`config.mk`:
```
export PLATFORM = sky130hd
export DESIGN_NAME = max7219_rx
export DESIGN_NICKNAME = d
export VERILOG_FILES = /design/src/rtl/max7219_pkg.sv /design/src/rtl/max7219_rx_sync_edge.sv /design/src/rtl/max7219_rx.sv
export SDC_FILE = /design/constraint.sdc
export NUM_CORES = 1
export LEC_CHECK = 0
export BUFFER_PORTS_ARGS = -buffer_cell sky130_fd_sc_hd__buf_2
export CAP_MARGIN = 5
export CORE_MARGIN = 2
export CORE_UTILIZATION = 50
export CTS_CLUSTER_DIAMETER = 30
export DETAILED_ROUTE_END_ITERATION = 8
export GPL_TIMING_DRIVEN = 0
export HOLD_SLACK_MARGIN = 0.1
export PLACE_DENSITY_LB_ADDON = 0.15
export SLEW_MARGIN = 5
export SYNTH_ARGS = -nofsm -noshare
export SYNTH_HDL_FRONTEND = slang
export SYNTH_SLANG_ARGS = --single-unit
```
`constraint.sdc`:
```
create_clock -name clock -period 2.4 [get_ports clock]
set_input_delay 0 -clock clock [delete_from_list [all_inputs] [get_ports clock]]
set_output_delay 0 -clock clock [all_outputs]
set_load 0.02 [all_outputs]
```
`src/rtl/max7219_pkg.sv`:
```
// Shared definitions for the MAX7219 receiver: register address map,
// frame geometry and the receiver state encoding.
// No ports; imported by max7219_rx.
package max7219_pkg;

  localparam int FRAME_BITS = 16;
  localparam int COUNT_W    = 5;

  // Bit counter constants kept at counter width so comparisons stay width-exact.
  localparam logic [COUNT_W-1:0] COUNT_MAX      = 5'd31;
  localparam logic [COUNT_W-1:0] COUNT_ONE      = 5'd1;
  localparam logic [COUNT_W-1:0] COUNT_FRAME    = 5'(FRAME_BITS);

  localparam logic [3:0] ADDR_NOOP      = 4'h0;
  localparam logic [3:0] ADDR_DIGIT0    = 4'h1;
  localparam logic [3:0] ADDR_DIGIT1    = 4'h2;
  localparam logic [3:0] ADDR_DIGIT2    = 4'h3;
  localparam logic [3:0] ADDR_DIGIT3    = 4'h4;
  localparam logic [3:0] ADDR_DIGIT4    = 4'h5;
  localparam logic [3:0] ADDR_DIGIT5    = 4'h6;
  localparam logic [3:0] ADDR_DIGIT6    = 4'h7;
  localparam logic [3:0] ADDR_DIGIT7    = 4'h8;
  localparam logic [3:0] ADDR_DECODE    = 4'h9;
  localparam logic [3:0] ADDR_INTENSITY = 4'hA;
  localparam logic [3:0] ADDR_SCANLIM   = 4'hB;
  localparam logic [3:0] ADDR_SHUTDOWN  = 4'hC;
  localparam logic [3:0] ADDR_TEST      = 4'hF;

  typedef enum logic [1:0] {
    ST_WAIT_HIGH = 2'd0,
    ST_IDLE      = 2'd1,
    ST_SHIFT     = 2'd2,
    ST_LATCH     = 2'd3
  } rx_state_t;

endpackage

```
`src/rtl/max7219_rx_sync_edge.sv`:
```
// sync_edge: multi-flop synchronizer for one asynchronous input, with
// single-cycle rise/fall strobes derived from the synchronized value.
// Ports:
//   clock, reset  system clock, synchronous active-high reset
//   async_in      asynchronous input pin
//   sync_out      synchronized copy (STAGES cycles of latency)
//   rise, fall    one-cycle strobes on sync_out transitions (combinational
//                 from registers, so a consumer registering them sees the
//                 pin transition STAGES+1 cycles later)
module sync_edge #(
  parameter int   STAGES    = 2,     // minimum 2
  parameter logic RESET_VAL = 1'b0
) (
  input  logic clock,
  input  logic reset,
  input  logic async_in,
  output logic sync_out,
  output logic rise,
  output logic fall
);

  logic chain_reg [STAGES];
  logic prev_reg;

  genvar gi;
  generate
    for (gi = 0; gi < STAGES; gi++) begin : g_stage
      if (gi == 0) begin : g_first
        always_ff @(posedge clock) begin
          if (reset) chain_reg[gi] <= RESET_VAL;
          else       chain_reg[gi] <= async_in;
        end
      end else begin : g_next
        always_ff @(posedge clock) begin
          if (reset) chain_reg[gi] <= RESET_VAL;
          else       chain_reg[gi] <= chain_reg[gi-1];
        end
      end
    end
  endgenerate

  always_ff @(posedge clock) begin
    if (reset) prev_reg <= RESET_VAL;
    else       prev_reg <= chain_reg[STAGES-1];
  end

  assign sync_out = chain_reg[STAGES-1];
  assign rise     = sync_out & ~prev_reg;
  assign fall     = ~sync_out & prev_reg;

endmodule

```
`src/rtl/max7219_rx.sv`:
```
// max7219_rx: oversampling receiver for the MAX7219 three-wire interface.
// Decodes latched 16-bit frames and keeps a shadow of the display register
// file for loopback / verification of the display driver.
// Ports:
//   clock, reset          system clock, synchronous active-high reset
//   max_sck/max_cs/max_din asynchronous serial pins (CS active low)
//   max_dout              MSB of the shift register (daisy-chain output)
//   rd_addr / rd_data     digit read-back, one cycle registered latency
//   decode_mode, intensity, scan_limit, shutdown, display_test
//                         shadow control registers
//   frame_valid / frame_error  one-cycle pulses per good / short frame
//   last_addr / last_data address and data of the last good frame
module max7219_rx
  import max7219_pkg::*;
#(
  parameter int SYNC_STAGES = 2
) (
  input  logic       clock,
  input  logic       reset,
  input  logic       max_sck,
  input  logic       max_cs,
  input  logic       max_din,
  output logic       max_dout,
  input  logic [2:0] rd_addr,
  output logic [7:0] rd_data,
  output logic [7:0] decode_mode,
  output logic [3:0] intensity,
  output logic [2:0] scan_limit,
  output logic       shutdown,
  output logic       display_test,
  output logic       frame_valid,
  output logic       frame_error,
  output logic [3:0] last_addr,
  output logic [7:0] last_data
);

  // ---------------------------------------------------------------- inputs
  logic sck_sync, sck_rise, sck_fall;
  logic cs_sync, cs_rise, cs_fall;
  logic din_sync, din_rise, din_fall;

  sync_edge #(.STAGES(SYNC_STAGES), .RESET_VAL(1'b0)) u_sck_sync (
    .clock    (clock),
    .reset    (reset),
    .async_in (max_sck),
    .sync_out (sck_sync),
    .rise     (sck_rise),
    .fall     (sck_fall)
  );

  sync_edge #(.STAGES(SYNC_STAGES), .RESET_VAL(1'b0)) u_cs_sync (
    .clock    (clock),
    .reset    (reset),
    .async_in (max_cs),
    .sync_out (cs_sync),
    .rise     (cs_rise),
    .fall     (cs_fall)
  );

  sync_edge #(.STAGES(SYNC_STAGES), .RESET_VAL(1'b0)) u_din_sync (
    .clock    (clock),
    .reset    (reset),
    .async_in (max_din),
    .sync_out (din_sync),
    .rise     (din_rise),
    .fall     (din_fall)
  );

  // Only the SCK rising edge, CS level/edges and the DIN level matter.
  logic unused_sync;
  assign unused_sync = &{1'b0, sck_sync, sck_fall, din_rise, din_fall};

  // ------------------------------------------------------------------- FSM
  rx_state_t            state_reg, state_next;
  logic [COUNT_W-1:0]   count_reg, count_next;
  logic [15:0]          shreg_reg, shreg_next;

  always_ff @(posedge clock) begin
    if (reset) begin
      state_reg <= ST_WAIT_HIGH;
      count_reg <= '0;
      shreg_reg <= '0;
    end else begin
      state_reg <= state_next;
      count_reg <= count_next;
      shreg_reg <= shreg_next;
    end
  end

  always_comb begin
    state_next = state_reg;
    count_next = count_reg;
    shreg_next = shreg_reg;
    case (state_reg)
      // After reset, wait for CS to be seen high so a frame that was in
      // flight when reset hit is dropped rather than half-decoded.
      ST_WAIT_HIGH: begin
        if (cs_sync) state_next = ST_IDLE;
      end
      ST_IDLE: begin
        if (cs_fall) begin
          state_next = ST_SHIFT;
          count_next = '0;
        end
      end
      ST_SHIFT: begin
        // CS rise wins: an SCK edge in the same cycle is dropped.
        if (cs_rise) begin
          state_next = ST_LATCH;
        end else if (sck_rise) begin
          shreg_next = {shreg_reg[14:0], din_sync};
          if (count_reg != COUNT_MAX) count_next = count_reg + COUNT_ONE;
        end
      end
      ST_LATCH: begin
        state_next = ST_IDLE;
      end
      default: begin
        state_next = ST_WAIT_HIGH;
      end
    endcase
  end

  // ---------------------------------------------------------------- decode
  logic       latch_active, frame_long, frame_ok, frame_short;
  logic [3:0] frame_addr;
  logic [7:0] frame_data;

  assign latch_active = (state_reg == ST_LATCH);
  assign frame_long   = (count_reg >= COUNT_FRAME);
  assign frame_ok     = latch_active && frame_long;
  assign frame_short  = latch_active && !frame_long;
  // Longer frames simply leave their newest 16 bits in the shift register.
  assign frame_addr   = shreg_reg[11:8];
  assign frame_data   = shreg_reg[7:0];

  // --------------------------------------------------------- register file
  logic [7:0] digit_reg [8];
  logic [7:0] rd_data_reg;
  logic [7:0] decode_reg;
  logic [3:0] intensity_reg;
  logic [2:0] scan_reg;
  logic       shutdown_reg;
  logic       test_reg;
  logic       valid_reg, error_reg;
  logic [3:0] last_addr_reg;
  logic [7:0] last_data_reg;

  genvar gi;
  generate
    for (gi = 0; gi < 8; gi++) begin : g_digit
      localparam logic [3:0] DIGIT_ADDR = 4'(gi + 1);
      always_ff @(posedge clock) begin
        if (reset)
          digit_reg[gi] <= '0;
        else if (frame_ok && frame_addr == DIGIT_ADDR)
          digit_reg[gi] <= frame_data;
      end
    end
  endgenerate

  always_ff @(posedge clock) begin
    if (reset) rd_data_reg <= '0;
    else       rd_data_reg <= digit_reg[rd_addr];
  end

  always_ff @(posedge clock) begin
    if (reset) begin
      decode_reg    <= '0;
      intensity_reg <= '0;
      scan_reg      <= '0;
      shutdown_reg  <= 1'b1;
      test_reg      <= 1'b0;
      valid_reg     <= 1'b0;
      error_reg     <= 1'b0;
      last_addr_reg <= '0;
      last_data_reg <= '0;
    end else begin
      valid_reg <= frame_ok;
      error_reg <= frame_short;
      if (frame_ok) begin
        last_addr_reg <= frame_addr;
        last_data_reg <= frame_data;
        case (frame_addr)
          ADDR_DECODE:    decode_reg    <= frame_data;
          ADDR_INTENSITY: intensity_reg <= frame_data[3:0];
          ADDR_SCANLIM:   scan_reg      <= frame_data[2:0];
          // Register holds "normal operation" in bit 0; the output is the
          // inverted sense so that reset reads as shut down.
          ADDR_SHUTDOWN:  shutdown_reg  <= ~frame_data[0];
          ADDR_TEST:      test_reg      <= frame_data[0];
          default: ;      // no-op, digits (handled above), 0xD, 0xE
        endcase
      end
    end
  end

  // --------------------------------------------------------------- outputs
  assign max_dout     = shreg_reg[15];
  assign rd_data      = rd_data_reg;
  assign decode_mode  = decode_reg;
  assign intensity    = intensity_reg;
  assign scan_limit   = scan_reg;
  assign shutdown     = shutdown_reg;
  assign display_test = test_reg;
  assign frame_valid  = valid_reg;
  assign frame_error  = error_reg;
  assign last_addr    = last_addr_reg;
  assign last_data    = last_data_reg;

endmodule

```
After elaboration in Yosys (flattened, before gate mapping)
Memories as Yosys holds them, arrays and structs flattened. A register that Yosys moved wholly into a read port is not among the register bits.
Index checks and enable logic that the tools add are counted.
{"block": "classes", "reduce_logical": 21, "eq_ne": 23, "mux": 50, "n_lt_le_gt_ge": 1, "add_sub_neg": 1, "bitwise_logic": 22}
{"op": "$mux W8", "count": 8}
{"op": "$mux W1", "count": 33}
{"op": "$eq A4 B4 Y1 const B", "count": 6}
{"op": "$mux W5", "count": 4}
{"op": "$eq A4 B3 Y1 const B", "count": 4}
{"op": "$or A1 B1 Y1", "count": 14}
{"op": "$logic_and A1 B1 Y1", "count": 10}
{"op": "$ne A2 B2 Y1 const B", "count": 5}
{"op": "$pmux W5 S2", "count": 1}
{"op": "$reduce_and A2 Y1", "count": 5}
{"op": "$eq A4 B2 Y1 const B", "count": 2}
{"op": "$pmux W2 S4", "count": 1}
{"op": "$mux W2", "count": 3}
{"op": "$reduce_and A3 Y1", "count": 2}
{"op": "$add A5 B1 Y5 const B", "count": 1}
{"op": "$ge A5 B5 Y1 const B", "count": 1}
{"op": "$ne A5 B5 Y1 const B", "count": 1}
{"op": "$not A1 Y1", "count": 5}
{"op": "$reduce_and A5 Y1", "count": 1}
{"op": "$eq A2 B2 Y1 const B", "count": 2}
{"op": "$eq A4 B1 Y1 const B", "count": 1}
{"op": "$and A1 B1 Y1", "count": 3}
{"op": "$eq A2 B1 Y1 const B", "count": 1}
{"op": "$logic_not A2 Y1", "count": 1}
{"op": "3 further kinds", "count": 3}
{"block": "totals", "reg_bits": 56, "output_inout_bits": 40, "memories": 4, "mem_bits_rw": 70}
{"name": "digit_reg", "depth": 8, "word_bits": 8, "rd": 1, "rd_ports_with_merged_regs": 1, "write_ports": 8, "line": "max7219_rx.sv:138", "source": "logic [7:0] digit_reg [8];"}
{"name": "u_cs_sync.chain_reg", "depth": 2, "word_bits": 1, "rd": 2, "rd_ports_with_merged_regs": 0, "write_ports": 2, "line": "max7219_rx_sync_edge.sv:22", "source": "logic chain_reg [STAGES];"}
{"name": "u_din_sync.chain_reg", "depth": 2, "word_bits": 1, "rd": 2, "rd_ports_with_merged_regs": 1, "write_ports": 2, "line": "max7219_rx_sync_edge.sv:22"}
{"name": "u_sck_sync.chain_reg", "depth": 2, "word_bits": 1, "rd": 2, "rd_ports_with_merged_regs": 0, "write_ports": 2, "line": "max7219_rx_sync_edge.sv:22"}

Logic depth before layout (Yosys ltp)
Gate-level depths: netlist of run 1.
{"block": "logic_depth", "ltp_word": 7, "depth_mapped": 8, "depth_no_buf": 7}

Cells and area by module
From an unflattened synthesis of run 1, not the netlist that was laid out.
{"block": "unflattened", "hier_cells": 493, "area_unflattened_um2": 5683.0}
{"module": "max7219_rx", "area_per_inst_um2": 5408.9, "n_inst": 1, "seq_area_each_um2": 3163.0, "cells_per_inst": 469}
{"module": "sync_edge", "area_per_inst_um2": 91.3, "n_inst": 3, "seq_area_each_um2": 60.1, "cells_per_inst": 8}

Worst setup path after synthesis of run 1
Ideal clock, no wire load.
{"block": "synth_timing", "path_type": "flip-flop to flip-flop", "from": "register state_reg[0]", "to": "memory digit_reg[2][0] (enable)", "stages_incl_launch_ff": 4, "arrival_ps": 1758, "path_slack_ps": 244, "required_ps": 2002, "setup_time_ps": 398, "path_cell_list": "dfxtp_1 -> ha_1 -> nand2_2 -> o41ai_1"}
{"item": "start, declared", "line": "max7219_rx.sv:74", "source": "rx_state_t state_reg, state_next;"}
{"item": "start signal, assigned", "line": "max7219_rx.sv:84", "source": "state_reg <= state_next;"}
{"item": "end, declared", "line": "max7219_rx.sv:138"}

==> summary.txt, run 1 <==
Setup path
  – Critical path class: reg2reg
  – Largest fanout on the critical path: 8
  – R2r setup slk: 40 ps
  – CP Data Required Time: 2550 ps
  – FF-to-FF End: digit_reg[3][0]$_SDFFCE_PN0P_
  – Slowest CP cell: o31ai_2
  – Critical path, cell by cell: ha_1 -> and2_1 -> nand3b_1 -> o31ai_2
  – Critical Path Start Type: flop
  – CP Data Arrival Time: 2510 ps
  – CP endpoint kind: flop
  – Buffer and inverter count on the worst path: 0
  – Worst-case reg-to-reg path depth: 4
  – FF-to-FF Start: state_reg[0]$_SDFFE_PP0P_
  – Crit-path leading delay family: compound AO/OA/AOI/OAI gates
  – CP max stage delay: 790 ps

Synth
  – Syn avg cell area: 11.53 um2
  – Top_reg_cell synth: dfxtp_1
  – FF+latch count, synth: 134
  – Synth unique cells: 39
  – Synth Warn #: 0
  – EDFF count, synth: 64
  – Syn Inst Count: 483
  – Syn_nets: 497
  – Seq/Total Area, Yosys: 0.5966
  – Synth Cell Area: 5570 um2
  – Largest cells by area after synthesis: edfxtp_1 35%, dfxtp_1 25%, and2_1 7.3%
  – Yosys top cell area share: 0.3450
  – Asr flop ratio synth: 0
  – Yosys top cell by area: edfxtp_1

GRT
  – Total gr overflow: 0
  – Vias in the first global route: 3,752
  – GRT Overall Usage: 0.2242
  – Largest net degree at the start of global routing: 17
  – Antenna violations before repair: 0
  – First-pass GRT wire length: 19,630 um

Min path
  – Hold Crit Start: rd_addr[1]
  – Hold path cells: 4
  – Endpoint, Worst Hold: rd_data[4]$_SDFF_PP0_
  – HP Class: in2reg

Route
  – Residual antenna-violating net count after detailed routing: 0
  – Initial drt markers: 203
  – Final WL: 12,520 um
  – DRC: 0
  – Via density: 5.404
  – DR WL/cell: 17.73 um
  – Via count: 3,815
  – Initial DRT Pass Iterations: 5

STA
  – Crit share post-route: 0.9841
  – Worst setup margin: 38.17 ps
  – Clk_skew: 10.23 ps
  – Hold Fails Final Rpt: 0
  – RSZ-0062 raised after global routing: true
  – Setup_tns: 0 ps
  – Relative slew margins: 0.3746
  – Post-layout min period: 2362 ps
  – Final max-slew violation count: 0
  – Fmax: 423.4 MHz
  – Slew @ Worst Pin: 932.4 ps
  – Final setup fails: 0

Run status
  – Status: completed

Power
  – Tot Pwr: 5.367 mW
  – Max VDD drop: 0.0005174 V
  – Pwr/cell area: 807.1 nW/um2
  – P_leak: 2.551 nW

Placed design
  – Gpl congestion: 0.8154
  – Placed insts: 669
  – DP Wirelength: 8403 um
  – # port buffers: 43
  – Pre-CTS WS: -376.3 ps

Floorplanning
  – I/O pin cnt: 48
  – Die width: 109.6 um
  – Die height: 109.6 um
  – Starting Density: 0.5139
  – Die area: 12,000 um2
  – FP Rows: 38
  – Core ar.: 10,840 um2

Clock tree
  – CTS Buf Count: 17
  – Clock transition at path regs: 60 ps
  – Root Buffer: clkbuf_8
  – TritonCTS clock tree: yes
  – H-Tree Depth: 4
  – Clk_lat worst skew: 530 ps
  – Clk buf depth: 2
  – Sink Count: 134
  – Post-CTS setup buffers: 0

Finish
  – Max reg flops: 64
  – Antenna cells: 0
  – Fraction of layout cells with a size suffix above 1: 0.2032
  – # nets final: 567
  – Final core utilization: 0.6135
  – Area grow syn2layout: 19.38%
  – Cell Count, Final, Fillers Out: 706

Run
  – Max cap viols: 0
-- cells by family (layout without fill, tap and decap cells) --
family	count (synthesis)	in the layout	share of synthesized area
and+or+nand+nor	214	214	0.2055
DFF	134	134	0.5966
AOI/OAI and AO/OA	55	55	0.05548
buffers and inverters	38	121	0.02830
muxes	36	36	0.1006
adders and majority gates	6	6	0.01348
-- report_power, final --
group          internal (mW)  switching, mW  total, mW  leakage, nW
Clock                   1.65          0.909       2.56        0.292
Sequential              2.46         0.0262       2.48         1.23
Combinational          0.126          0.198      0.323         1.03
Total                   4.23           1.13       5.37         2.55
-- worst reg2reg max path, cell delays in order (launching register included) --
cell and delay, ps:
dfxtp_1 380, ha_1 350, and2_1 280, nand3b_1 190, o31ai_2 790
-- layout make-up --
cell class              instances  area (um2)
fillers                       898        4190
inverters                       5       18.77
clock buffers                  22       462.9
plain buffers                  33       138.9
repair buffers                 51       287.8
flip-flops and latches        134        3323
multi-input cells             311        2117
well taps                     140       175.2
clock inverters                10       126.4
-- Yosys cell counts, types with 2 or more instances --
master    number
mux2i_1       20
edfxtp_1      64
nor2_1        29
buf_1          6
a21oi_1       34
nand3_1       11
and3_1         2
inv_1          5
or3_1          3
dfxtp_1       70
nor3_1         2
buf_2          9
mux4_2        16
and2_1        65
o21ai_0        8
o211ai_1       2
nor2_2         2
nor2_4         4
nand4_1        7
o41ai_1        3
clkbuf_1      17
nand2b_1       5
nand3b_1       2
nor2b_1       10
a31oi_1        4
ha_1           6
nand2_1       65
-- metrics by stage --
step                      cell area [um2]  hold slack, ps
after floorplan                      5570           128.2
after global placement               5961           214.7
after detailed placement             6011           215.5
after CTS                            6650           160.4
after global routing                 6650           183.4
final                                6650           173.8
-- layout by cell type, fill, tap and decap left out, types with 2 or more instances in the layout --
master,count
dfxtp_1,70
and2_1,65
nand2_1,65
edfxtp_1,64
buf_2,52
a21oi_1,34
nor2_1,29
mux2i_1,20
clkbuf_1,19
mux4_2,16
clkbuf_16,16
nand3_1,11
nor2b_1,10
nand4_1,7
buf_1,6
ha_1,6
inv_1,5
nand2b_1,5
o21ai_0,5
clkinv_2,5
dlygate4sd3_1,5
buf_4,4
nor2_4,4
a31oi_1,4
clkbuf_8,4
o21ai_1,3
o41ai_2,3
or3_1,3
bufinv_16,3
nand3b_1,2
and3_1,2
nor2_2,2
nor3_1,2
o211ai_1,2
-- layer usage --
| metal | wire length [um] | part of all wire | global-route usage | vias up |
|---|---|---|---|---|
| met5 | 0 | 0 | 0 | - |
| met4 | 308 | 0.025 | 0.1022 | 0 |
| met3 | 508 | 0.041 | 0.05513 | 14 |
| met2 | 6433 | 0.51 | 0.3686 | 92 |
| met1 | 5268 | 0.42 | 0.2797 | 1871 |
| li1 | - | - | - | 1838 |
-- worst max-delay path by stage --
stage / startpoint / endpoint / slack (ps) / cells past startpoint
global placement: state_reg[0]$_SDFFE_PP0P_ / digit_reg[2][3]$_SDFFCE_PN0P_ / -620 / 3
CTS: state_reg[0]$_SDFFE_PP0P_ / digit_reg[3][3]$_SDFFCE_PN0P_ / -3 / 4
detailed placement: state_reg[0]$_SDFFE_PP0P_ / digit_reg[5][0]$_SDFFCE_PN0P_ / -380 / 4
finish: state_reg[0]$_SDFFE_PP0P_ / digit_reg[3][0]$_SDFFCE_PN0P_ / 40 / 4
floorplan: state_reg[0]$_SDFFE_PP0P_ / digit_reg[2][0]$_SDFFCE_PN0P_ / 240 / 3
global route: state_reg[0]$_SDFFE_PP0P_ / digit_reg[5][5]$_SDFFCE_PN0P_ / -120 / 4
-- repair_timing --
item                                   4_1_cts  5_1_grt
hold buffers                                 5        0
endpoints found under the hold margin       11        0
resized for setup                            2        0
setup endpoints to repair                   16       32
No activity file was read; power rests on OpenSTA's default activity.
==> run 2: changes to the inputs <==
--- a/config.mk
+++ b/config.mk
@@ -8,7 +8,8 @@
 export BUFFER_PORTS_ARGS = -buffer_cell sky130_fd_sc_hd__buf_2
 export CAP_MARGIN = 5
 export CORE_MARGIN = 2
-export CORE_UTILIZATION = 50
+export CORE_UTILIZATION = 59
+export CTS_BUF_LIST = sky130_fd_sc_hd__clkbuf_2
 export CTS_CLUSTER_DIAMETER = 30
 export DETAILED_ROUTE_END_ITERATION = 8
 export GPL_TIMING_DRIVEN = 0
==> summary.txt, run 2 (synthesis gave the netlist of run 1 again) <==
Setup path
  – CP Data Arrival Time: 2510 ps
  – Critical path class: reg2reg
  – CP endpoint kind: flop
  – FF-to-FF End: digit_reg[3][2]$_SDFFCE_PN0P_
  – Critical Path Start Type: flop
  – FF-to-FF Start: state_reg[0]$_SDFFE_PP0P_
  – Largest fanout on the critical path: 8
  – R2r setup slk: 200 ps
  – Worst-case reg-to-reg path depth: 4
  – CP Data Required Time: 2710 ps

Floorplanning
  – I/O pin cnt: 48
  – Die width: 101.2 um
  – Core ar.: 9196 um2
  – Starting Density: 0.6057
  – Die area: 10,230 um2
  – FP Rows: 35
  – Die height: 101.2 um

STA
  – Fmax: 454.3 MHz
  – Final setup fails: 0
  – Post-layout min period: 2201 ps
  – WHS: 431.6 ps
  – Slew @ Worst Pin: 647.1 ps
  – Crit share post-route: 0.9172
  – RSZ-0062 raised after global routing: false
  – Setup_tns: 0 ps
  – Clk_skew: 38.19 ps
  – Hold Fails Final Rpt: 0
  – Final max-slew violation count: 0
  – Relative slew margins: 0.5686

Route
  – DR WL/cell: 17.86 um
  – Final WL: 12,270 um
  – Residual antenna-violating net count after detailed routing: 0
  – DRC: 0
  – Via count: 3,848
  – Initial drt markers: 199
  – Via density: 5.601
  – Initial DRT Pass Iterations: 5

Clock tree
  – H-Tree Depth: 4
  – Clock transition at path regs: 210 ps
  – Root Buffer: clkbuf_2
  – Clk buf depth: 2
  – CTS Buf Count: 17
  – Sink Count: 134
  – TritonCTS clock tree: yes
  – Clk_lat worst skew: 670 ps

GRT
  – First-pass GRT wire length: 19,220 um
  – Total gr overflow: 0
  – GRT Overall Usage: 0.2557
  – Largest net degree at the start of global routing: 17
  – Vias in the first global route: 3,818
  – Antenna violations before repair: 0

Min path
  – Hold path cells: 4
  – Hold Crit Start: rd_addr[2]
  – HP Class: in2reg
  – Endpoint, Worst Hold: rd_data[3]$_SDFF_PP0_

Finish
  – Multi-input logic area: 2137 um2
  – Max reg flops: 64
  – Fin area: 6321 um2
  – Area grow syn2layout: 13.48%
  – Filler cells: 743
  – Leading cell type in the layout, fill and taps excluded: dfxtp_1
  – # nets final: 577
  – Most frequent cells in the layout: 70 x dfxtp_1, 65 x and2_1, 65 x nand2_1, 64 x edfxtp_1, 52 x buf_2
  – Fraction of layout cells with a size suffix above 1: 0.2101
  – Antenna cells: 0
  – Register area: 3323 um2
  – Final core utilization: 0.6873

Power
  – Max VDD drop: 0.0003041 V
  – Tot Pwr: 3.924 mW
  – Pwr/cell area: 620.8 nW/um2
  – P_leak: 2.436 nW

Run
  – Max cap viols: 0

Placed design
  – # port buffers: 43
  – Gpl congestion: 0.9185
  – Placed Area: 5974 um2
  – DP Wirelength: 8367 um

Run status
  – Status: completed
-- run 2: cell types whose count changed in the layout (fill, tap and decap cells not counted), moves of 2 or more --
cell,before,now
clkbuf_2,0,19
clkbuf_16,16,0
dlygate4sd3_1,5,15
clkbuf_8,4,0
bufinv_16,3,0
o21ai_1,3,0
o21ai_2,0,3
clkbuf_1,19,17
clkinv_4,0,2
inv_2,0,2
inv_4,0,2
-- run 2: stage by stage --
step,setup slack (ps),std cells
global placement,-576.2,637
floorplan,244.1,483
finish,198.7,687
detailed placement,-257.9,640
CTS,20.92,687
global route,57.78,687
-- run 2: worst max-delay path by stage --
| stage | from | to | slack [ps] | cells after the start |
|---|---|---|---|---|
| 2_1_floorplan | state_reg[0]$_SDFFE_PP0P_ | digit_reg[2][0]$_SDFFCE_PN0P_ | 240 | 3 |
| 3_3_place_gp | state_reg[0]$_SDFFE_PP0P_ | digit_reg[1][1]$_SDFFCE_PN0P_ | -580 | 3 |
| 3_5_place_dp | state_reg[0]$_SDFFE_PP0P_ | digit_reg[6][3]$_SDFFCE_PN0P_ | -260 | 4 |
| 4_1_cts | state_reg[0]$_SDFFE_PP0P_ | digit_reg[6][5]$_SDFFCE_PN0P_ | 20 | 4 |
| 5_1_grt | state_reg[0]$_SDFFE_PP0P_ | digit_reg[3][2]$_SDFFCE_PN0P_ | 60 | 4 |
| 6_report | state_reg[0]$_SDFFE_PP0P_ | digit_reg[3][2]$_SDFFCE_PN0P_ | 200 | 4 |
-- run 2: critical path, stage by stage, from the launching register on --
cell and delay, ps:
dfxtp_1 430, ha_1 350, and2_1 270, nand3b_1 250, o31ai_4 540
-- run 2: layout make-up --
class | instances | share of cell area
flip-flops and latches | 134 | 0.5257
multi-input cells | 311 | 0.3381
repair buffers | 61 | 0.06136
plain buffers | 33 | 0.02197
well taps | 111 | 0.02197
clock buffers | 19 | 0.01504
clock inverters | 13 | 0.01287
inverters | 5 | 0.002969
-- run 2: what timing repair did --
item                                    4_1_cts  5_1_grt
gates resized for setup                       4        3
buffers inserted                              0        0
endpoints found under the setup margin       29       24
endpoints found under the hold margin        34        0
hold buffers                                 15        0
-- run 2: routing by layer --
| layer | GRT usage | part of all wire | vias to the layer above | wire, um |
|---|---|---|---|---|
| met3 | 0.05107 | 0.041 | 32 | 506 |
| met5 | 0 | 0 | - | 0 |
| met2 | 0.4570 | 0.52 | 96 | 6345 |
| met1 | 0.2997 | 0.41 | 1870 | 5090 |
| met4 | 0.1102 | 0.027 | 0 | 329 |
| li1 | - | - | 1850 | - |
-- run 2: where the power goes --
group,switching (mW),total [mW],internal (mW),leakage [nW]
logic,0.202,0.341,0.140,1.08
registers,0.0288,2.48,2.45,1.23
clock network,0.828,1.10,0.271,0.125
total,1.06,3.92,2.87,2.44
